$ cat src/rtl/lpb_pkg.sv
// Shared definitions for the lane pattern builder.
package lpb_pkg;

    // Build sequencing: idle, accepting lane writes, holding a finished record.
    typedef enum logic [1:0] {
        LPB_IDLE = 2'd0,
        LPB_FILL = 2'd1,
        LPB_HOLD = 2'd2
    } lpb_state_e;

endpackage

$ cat src/rtl/lpb_lane_decoder.sv
// Turns an indexed lane number or the positional pointer into a one-hot
// lane enable, flagging out-of-range indices and exhausted positional slots.
module lpb_lane_decoder
    import lpb_pkg::*;
#(
    parameter  int unsigned LANES = 4,
    localparam int unsigned IDX_W = $clog2(LANES)
) (
    input  logic             wr_pos_i,
    input  logic [IDX_W-1:0] wr_idx_i,
    input  logic [IDX_W-1:0] pos_ptr_i,
    input  logic             pos_done_i,
    output logic [LANES-1:0] lane_en_o,
    output logic             err_o
);

    // One extra bit so the range check works when LANES is a power of two.
    localparam logic [IDX_W:0] LANES_EXT = (IDX_W+1)'(LANES);

    logic [IDX_W-1:0] tgt;
    logic             bad;

    // Select target lane, classify the write, and expand to one-hot.
    always_comb begin
        lane_en_o = '0;
        tgt       = wr_pos_i ? pos_ptr_i : wr_idx_i;
        bad       = wr_pos_i ? pos_done_i : ({1'b0, wr_idx_i} >= LANES_EXT);
        if (!bad) begin
            for (int unsigned k = 0; k < LANES; k++) begin
                if (tgt == IDX_W'(k)) lane_en_o[k] = 1'b1;
            end
        end
        err_o = bad;
    end

endmodule

$ cat src/rtl/lane_pattern_builder.sv
// Assembles a packed LANES x LANE_W record from a default fill plus indexed
// or positional lane writes; hands the record off with valid/ready.
module lane_pattern_builder
    import lpb_pkg::*;
#(
    parameter  int unsigned LANES  = 4,
    parameter  int unsigned LANE_W = 64,
    localparam int unsigned IDX_W  = $clog2(LANES)
) (
    input  logic                    clk,
    input  logic                    rst,
    input  logic                    start_i,
    input  logic [LANE_W-1:0]       default_i,
    input  logic                    wr_valid_i,
    input  logic                    wr_pos_i,
    input  logic [IDX_W-1:0]        wr_idx_i,
    input  logic [LANE_W-1:0]       wr_data_i,
    input  logic                    wr_last_i,
    output logic                    out_valid_o,
    input  logic                    out_ready_i,
    output logic [LANES*LANE_W-1:0] out_data_o,
    output logic [LANES-1:0]        out_mask_o,
    output logic                    err_o
);

    typedef logic [LANE_W-1:0] lane_t;

    localparam logic [IDX_W-1:0] PTR_INIT = IDX_W'(LANES - 1);

    lpb_state_e       state_q;
    logic             out_valid_q;
    logic             err_q;
    logic [LANES-1:0] mask_q;
    logic [IDX_W-1:0] pos_ptr_q;
    logic             pos_done_q;
    lane_t            lanes_q [LANES];

    logic [LANES-1:0] dec_en;
    logic             dec_err;
    logic             start_acc;
    logic             wr_acc;
    logic [LANES-1:0] lane_we;

    lpb_lane_decoder #(
        .LANES(LANES)
    ) u_dec (
        .wr_pos_i  (wr_pos_i),
        .wr_idx_i  (wr_idx_i),
        .pos_ptr_i (pos_ptr_q),
        .pos_done_i(pos_done_q),
        .lane_en_o (dec_en),
        .err_o     (dec_err)
    );

    // Start is taken in IDLE/FILL, or in HOLD only together with the handshake;
    // a start in the same cycle as a write takes priority and drops the write.
    always_comb begin
        start_acc = start_i && ((state_q == LPB_IDLE) || (state_q == LPB_FILL) ||
                                ((state_q == LPB_HOLD) && out_ready_i));
        wr_acc    = (state_q == LPB_FILL) && wr_valid_i && !start_i;
        lane_we   = (wr_acc && !dec_err) ? dec_en : '0;
    end

    // Build sequencer: state, handshake, mask, positional pointer, sticky error.
    always_ff @(posedge clk or posedge rst) begin
        if (rst) begin
            state_q     <= LPB_IDLE;
            out_valid_q <= 1'b0;
            err_q       <= 1'b0;
            mask_q      <= '0;
            pos_ptr_q   <= PTR_INIT;
            pos_done_q  <= 1'b0;
        end else if (start_acc) begin
            state_q     <= LPB_FILL;
            out_valid_q <= 1'b0;
            mask_q      <= '0;
            pos_ptr_q   <= PTR_INIT;
            pos_done_q  <= 1'b0;
        end else begin
            case (state_q)
                LPB_IDLE: ;
                LPB_FILL: begin
                    if (wr_acc) begin
                        if (dec_err) begin
                            err_q <= 1'b1;
                        end else begin
                            mask_q <= mask_q | dec_en;
                            if (wr_pos_i) begin
                                if (pos_ptr_q == '0) pos_done_q <= 1'b1;
                                else                 pos_ptr_q  <= pos_ptr_q - IDX_W'(1);
                            end
                        end
                        // Last completes the build even when its own write was dropped.
                        if (wr_last_i) begin
                            state_q     <= LPB_HOLD;
                            out_valid_q <= 1'b1;
                        end
                    end
                end
                LPB_HOLD: begin
                    if (out_ready_i) begin
                        state_q     <= LPB_IDLE;
                        out_valid_q <= 1'b0;
                    end
                end
                default: state_q <= LPB_IDLE;
            endcase
        end
    end

    // Lane storage: default fill on start, otherwise per-lane write enables.
    always_ff @(posedge clk or posedge rst) begin
        if (rst) begin
            for (int unsigned k = 0; k < LANES; k++) lanes_q[k] <= '0;
        end else if (start_acc) begin
            for (int unsigned k = 0; k < LANES; k++) lanes_q[k] <= default_i;
        end else begin
            for (int unsigned k = 0; k < LANES; k++) begin
                if (lane_we[k]) lanes_q[k] <= wr_data_i;
            end
        end
    end

    for (genvar g = 0; g < LANES; g++) begin : g_pack
        assign out_data_o[g*LANE_W +: LANE_W] = lanes_q[g];
    end

    assign out_valid_o = out_valid_q;
    assign out_mask_o  = mask_q;
    assign err_o       = err_q;

endmodule
$ cat config.mk
export PLATFORM = sky130hd
export DESIGN_NAME = lane_pattern_builder
export DESIGN_NICKNAME = d
export VERILOG_FILES = /design/src/rtl/lpb_pkg.sv /design/src/rtl/lpb_lane_decoder.sv /design/src/rtl/lane_pattern_builder.sv
export SDC_FILE = /design/constraint.sdc
export NUM_CORES = 1
export LEC_CHECK = 0
export BUFFER_PORTS_ARGS = -buffer_cell sky130_fd_sc_hd__buf_4
export CORE_MARGIN = 4
export CORE_UTILIZATION = 25
export CTS_BUF_LIST = sky130_fd_sc_hd__clkbuf_2
export CTS_CLUSTER_DIAMETER = 150
export DETAILED_ROUTE_END_ITERATION = 7
export HOLD_SLACK_MARGIN = 0.15
export PLACE_DENSITY_LB_ADDON = 0.12
export SLEW_MARGIN = 10
export SYNTH_ARGS = -nofsm -noshare
export SYNTH_HDL_FRONTEND = slang
export SYNTH_HIERARCHICAL = 1
export SYNTH_SLANG_ARGS = --single-unit
$ cat constraint.sdc
create_clock -name clk -period 7.3 [get_ports clk]
set_input_delay 0.365 -clock clk [delete_from_list [all_inputs] [get_ports clk]]
set_output_delay 0.365 -clock clk [all_outputs]
set_load 0.05 [all_outputs]
; ---- Word level (Yosys, flattened, before mapping)
; Cells that the tools add are included.
[word_totals]
register_bits = 267
inputBits = 137
out_inout_bits = 262
[classes]
add_sub_neg = 1
eq_ne = 11
n_mux = 39
n_bitwise = 2
reduce_logical = 27
[ops]
columns = op, count
row1 = $mux 256, 1
row2 = $mux 64, 4
row3 = $mux 4, 6
row4 = $mux 2, 11
row5 = $reduce_bool 2->1, 8
row6 = $mux 1, 15
row7 = $reduce_and 4->1, 3
row8 = $reduce_and 5->1, 2
row9 = $ne 3x3->1 const B, 3
row10 = $eq 2x2->1 const B, 3
row11 = $logic_not 2->1, 3
row12 = $pmux 2 s3, 1
row13 = $logic_and 1x1->1, 5
row14 = $eq 2x1->1 const B, 2
row15 = $ne 2x2->1 const B, 2
row16 = $or 4x4->4, 1
row17 = $reduce_and 3->1, 1
row18 = $reduce_bool 3->1, 1
row19 = $logic_not 1->1, 2
row20 = $logic_or 1x1->1, 2
row21 = $ne 2x1->1 const B, 1
row22 = $pmux 1 s2, 1
row23 = $sub 2x1->2 const B, 1
row24 = $not 1->1, 1

; ---- Logic depth before layout (Yosys ltp)
[logic_depth]
depth_word = 9
depth_mapped = 8
depth_no_buf = 5

; ---- By module
; The synthesis kept the hierarchy.
[modules_own_cells]
columns = mod, instances, cells_per_inst, area_per_inst_um2, seq_area_each_um2
row1 = lane_pattern_builder, 1, 1346, 13022.5, 6683.9
row2 = lpb_lane_decoder, 1, 13, 85.1, 0.0

; ---- Least setup slack after synthesis
; Ideal clock, no wire load.
[synth_path]
kind = flip-flop to flip-flop
startpoint = register pos_ptr_q[0]
endpoint = register lanes_q (netlist bit out_data_o[115])
setup_ns = 0.082
arrival_ns = 1.782
required_time_ns = 7.218
slack_ns = 5.435
path_stages_with_launch = 8
n_path_buf = 2
cell_sequence = dfstp_2 nand2b_1 o32ai_2 clkbuf_1 nor2b_1 clkbuf_1 nand3_1 a31oi_1
[synth_between]
elab_chain_len = 6
[synth_rtl]
columns = item, line
row1 = start: declaration, lane_pattern_builder.sv:34  ; logic [IDX_W-1:0] pos_ptr_q;
row2 = start signal: assignment, lane_pattern_builder.sv:90  ; else pos_ptr_q <= pos_ptr_q - IDX_W'(1);
row3 = $mux 2, lpb_lane_decoder.sv:26  ; tgt = wr_pos_i ? pos_ptr_i : wr_idx_i;
row4 = $eq 2x1->1, lpb_lane_decoder.sv:30  ; if (tgt == IDX_W'(k)) lane_en_o[k] = 1'b1;
row5 = $mux 1, lpb_lane_decoder.sv:30
row6 = $mux 4, lpb_lane_decoder.sv:28  ; if (!bad) begin
row7 = net dec_en[1], lane_pattern_builder.sv:38  ; logic [LANES-1:0] dec_en;
row8 = $mux 4, lane_pattern_builder.sv:61  ; lane_we = (wr_acc && !dec_err) ? dec_en : '0;
row9 = $reduce_bool 2->1 (no line), n/a
row10 = end signal: indexed assignment, lane_pattern_builder.sv:119  ; if (lane_we[k]) lanes_q[k] <= wr_data_i;
row11 = end: declaration, lane_pattern_builder.sv:36  ; lane_t lanes_q [LANES];
; The timed path passes the listed nets, and every way through them passes these cells.
; A chain may end at the register's enable or synchronous reset.

; ---- Worst setup path after layout
[layout_path]
startpoint = register pos_done_q
endpoint = register lanes_q (netlist bit out_data_o[61])
[layout_lines]
columns = item, line
row1 = start: declaration, lane_pattern_builder.sv:35  ; logic pos_done_q;
row2 = start signal: assignment, lane_pattern_builder.sv:72  ; pos_done_q <= 1'b0;
row3 = start signal: assignment, lane_pattern_builder.sv:78  ; pos_done_q <= 1'b0;
row4 = start signal: assignment, lane_pattern_builder.sv:89  ; if (pos_ptr_q == '0) pos_done_q <= 1'b1;
row5 = $mux 1, lpb_lane_decoder.sv:27  ; bad = wr_pos_i ? pos_done_i : ({1'b0, wr_idx_i} >= LANES_EXT);
row6 = $mux 4, lpb_lane_decoder.sv:28
row7 = net dec_en[0], lane_pattern_builder.sv:38
row8 = $mux 4, lane_pattern_builder.sv:61
row9 = $reduce_bool 2->1 (no line), n/a
; The timed path passes the listed nets, and every way through them passes these cells.

==> results.md <==
- Status: complete, no violations
- Number of cells upsized or downsized after cts: 0
- Register Area: ~6700 um^2
- Crit path capture type: register
- Yosys reg bits: approximately 270
- Chip width: ~240 um
- GPL Wtd Cong: 0.774
- Fillers: between 5000 and 6000
- Final net count: 2150
- Layout cells sized above 1: 0.291
- Prevailing post-synth register cell: dfrtp_1
- Largest net degree at the start of global routing: about 160
- Clock slew at reported path FFs: approximately 0.1 ns
- Rel. slew slack: 0.181
- Initial DRC count: approximately 1100
- H-tree levels: 3
- Area of the multi-input gates: around 5600 um^2
- Clock Tree Buf Depth: 3
- Die Footprint: between 50000 and 60000 um^2
- Maxcap violations: 0
- Crit path DAT: ~5.5 ns
- Cells after synthesis: ~1400
- Synthesized area: roughly 13000 um^2
- CP Launch Type: register
- Via count: 15400
- DP Wirelength: about 38000 um
- Root Driver: clkbuf_2
- Num Clock Sinks: approximately 270
- Core area: roughly 52000 um^2
- Ports: between 300 and 400
- Synth cell types: 44
- Final Cycle Share: 0.619
- Final wirelength: between 60000 and 70000 um
- # port buffers: roughly 400
- Max Fclk: ~220 MHz
- Leak: approximately 8.0 nW
- Ys Warns: 6
- Post-synth ARST share: 1.00
- Post-synth EDFFs: 0
- Vias per cell: 5.62
- Die H: 237 um
- Pwr/cell area: between 200 and 250 nW/um^2
- Sequential element share of the synthesized area: 0.510
- HP Class: in2reg
- DRT antenna net count: 0
- First-pass GRT wire length: 103000 um
- Worst path required time: approximately 8.3 ns
- Clk_skew: between 0.1 and 0.15 ns
- Mapped Avg Cell Area: between 9 and 10 um^2
- GRT Overall Usage: 0.234
- Maximum vdd ir drop: around 0.084 mV
- CTS tree: done
- Fin. max-slew vios: 0
- Cts bufs inserted: 80
- Initial Util: 0.254
- Worst skew pair latency: around 1 ns
- # rows: slightly above 80
- Fin crit period: approximately 4.5 ns
- Final setup viols: 0
- Area Growth Syn to Fin: 56.4%
- Critical path class: reg2reg
- Crit path max fanout: 29
- Total power: slightly below 0.005 W
- # DRC: 0
- WL/cell: approximately 25 um
- Vias in the first global route: 15900
- Initial antenna violation count: 2
- TritonRoute pass-1 iters: 5
- Top cell type by total area after synthesis: dfrtp_1
- Synth top area cells: dfrtp_1 (51%), a31oi_1 (12%), nand4_1 (10%)
- Grt ovf: 0
- Worst-Margin Slew: 1.23 ns
- Mapped Nets: 1497
- Top-area cell type share of the netlist area: 0.506
- Final Hold Fails: 0
- Final setup TNS: 0 ns
- RSZ-0062 raised after global routing: false
[metrics by stage]
step,util,worst slack (ns),hold slack [ns],cells,instance area (um^2)
detailed placement,0.318,3.43,0.485,2269,16400
finish,0.397,2.78,0.336,2748,20500
floorplan,-,3.41,0.515,1359,13100
global placement,0.318,3.50,0.482,2269,16400
global route,0.397,2.60,0.261,2747,20500
CTS,0.397,2.85,0.157,2745,20500
[layout make-up]
class | instances | area share
Clock buffer | 116 | 0.0283
Tap cell | 680 | 0.0415
Sequential cell | 267 | 0.326
Clock inverter | 19 | 0.00494
Antenna cell | 3 | 0.000366
Inverter | 7 | 0.00183
Multi-Input combinational cell | 894 | 0.275
Timing Repair Buffer | 762 | 0.322
[kinds of logic after synthesis]
group	count (synthesis)	share of synthesized area
compound gates	597	0.283
simple gates	296	0.138
flops	267	0.510
buf+inv	198	0.0680
fa+ha+maj	1	0.000954
[timing repair]
action                                 in CTS  in global routing
hold buffers                              341                  0
endpoints found under the hold margin     311                  0
buffers inserted                            0                  0
setup endpoints to repair                   0                  0
[worst max-delay path, stage by stage (launching register included)]
cell	delay, ns
dfrtp_1	0.43
nor3_1	0.21
a22o_2	0.81
buf_4	0.56
nor2b_1	0.95
nand3_1	0.14
dlygate4sd3_1	0.59
a31oi_1	0.16
dlygate4sd3_1	0.57
[routing by layer]
metal  part of all wire  GRT usage
met1               0.42      0.306
met2               0.48      0.381
met3              0.072     0.0545
met4              0.026     0.0798
met5                  0          0
[layout by cell type (no fill, tap or decap), types with 4 or more instances in the layout]
cell	Yosys	layout
nor2b_1	7	6
a31oi_1	256	256
o21ai_1	66	66
a211oi_1	26	26
nand3_1	39	39
clkbuf_2	2	116
nand2b_4	1	4
nand2_1	8	8
a211oi_2	38	38
dlygate4sd3_1	0	341
dfrtp_1	265	264
clkinv_1	0	13
buf_4	13	419
inv_1	6	5
nand4_1	213	213
o21ai_0	194	194
a21oi_1	5	5
nor2_1	8	8
[path summary, 6_finish.rpt]
path | start | end | slack (ns) | cells after the start
min in group asynchronous | rst | out_data_o[193] | 0.71 | 5
min | wr_last_i | state_q[0] | 0.34 | 5
min reg2reg | err_o | err_o | 0.50 | 1
max reg2reg | pos_done_q | out_data_o[61] | 2.78 | 8
max | pos_done_q | out_data_o[61] | 2.78 | 8
max in group asynchronous | rst | state_q[1] | 4.96 | 6
[power by group]
group	switching, W	internal [W]	leakage [nW]
combinational	0.00135	0.000606	4.44
clock	0.000722	0.000455	0.537
sequential	0.000137	0.00167	2.99
total	0.00221	0.00273	7.97
[synth_stat cells (3+ instances only)]
cell type and count:
dfrtp_1 265, a31oi_1 256, nand4_1 213, o21ai_0 194, clkbuf_1 92, o21ai_1 66
buf_2 65, nand3_1 39, a211oi_2 38, a211oi_1 26, buf_1 17, buf_4 13
nand2_1 8, nor2_1 8, nor2b_1 7, inv_1 6, nand2b_1 6, a21oi_1 5
nor4bb_1 3
[state kept, by name (all words and copies together) (netlist names)]
signal       flops
err_o            1
out_data_o     256
out_mask_o       4
out_valid_o      1
pos_done_q       1
pos_ptr_q        2
state_q          2
No activity file was read; power rests on OpenSTA's default activity.
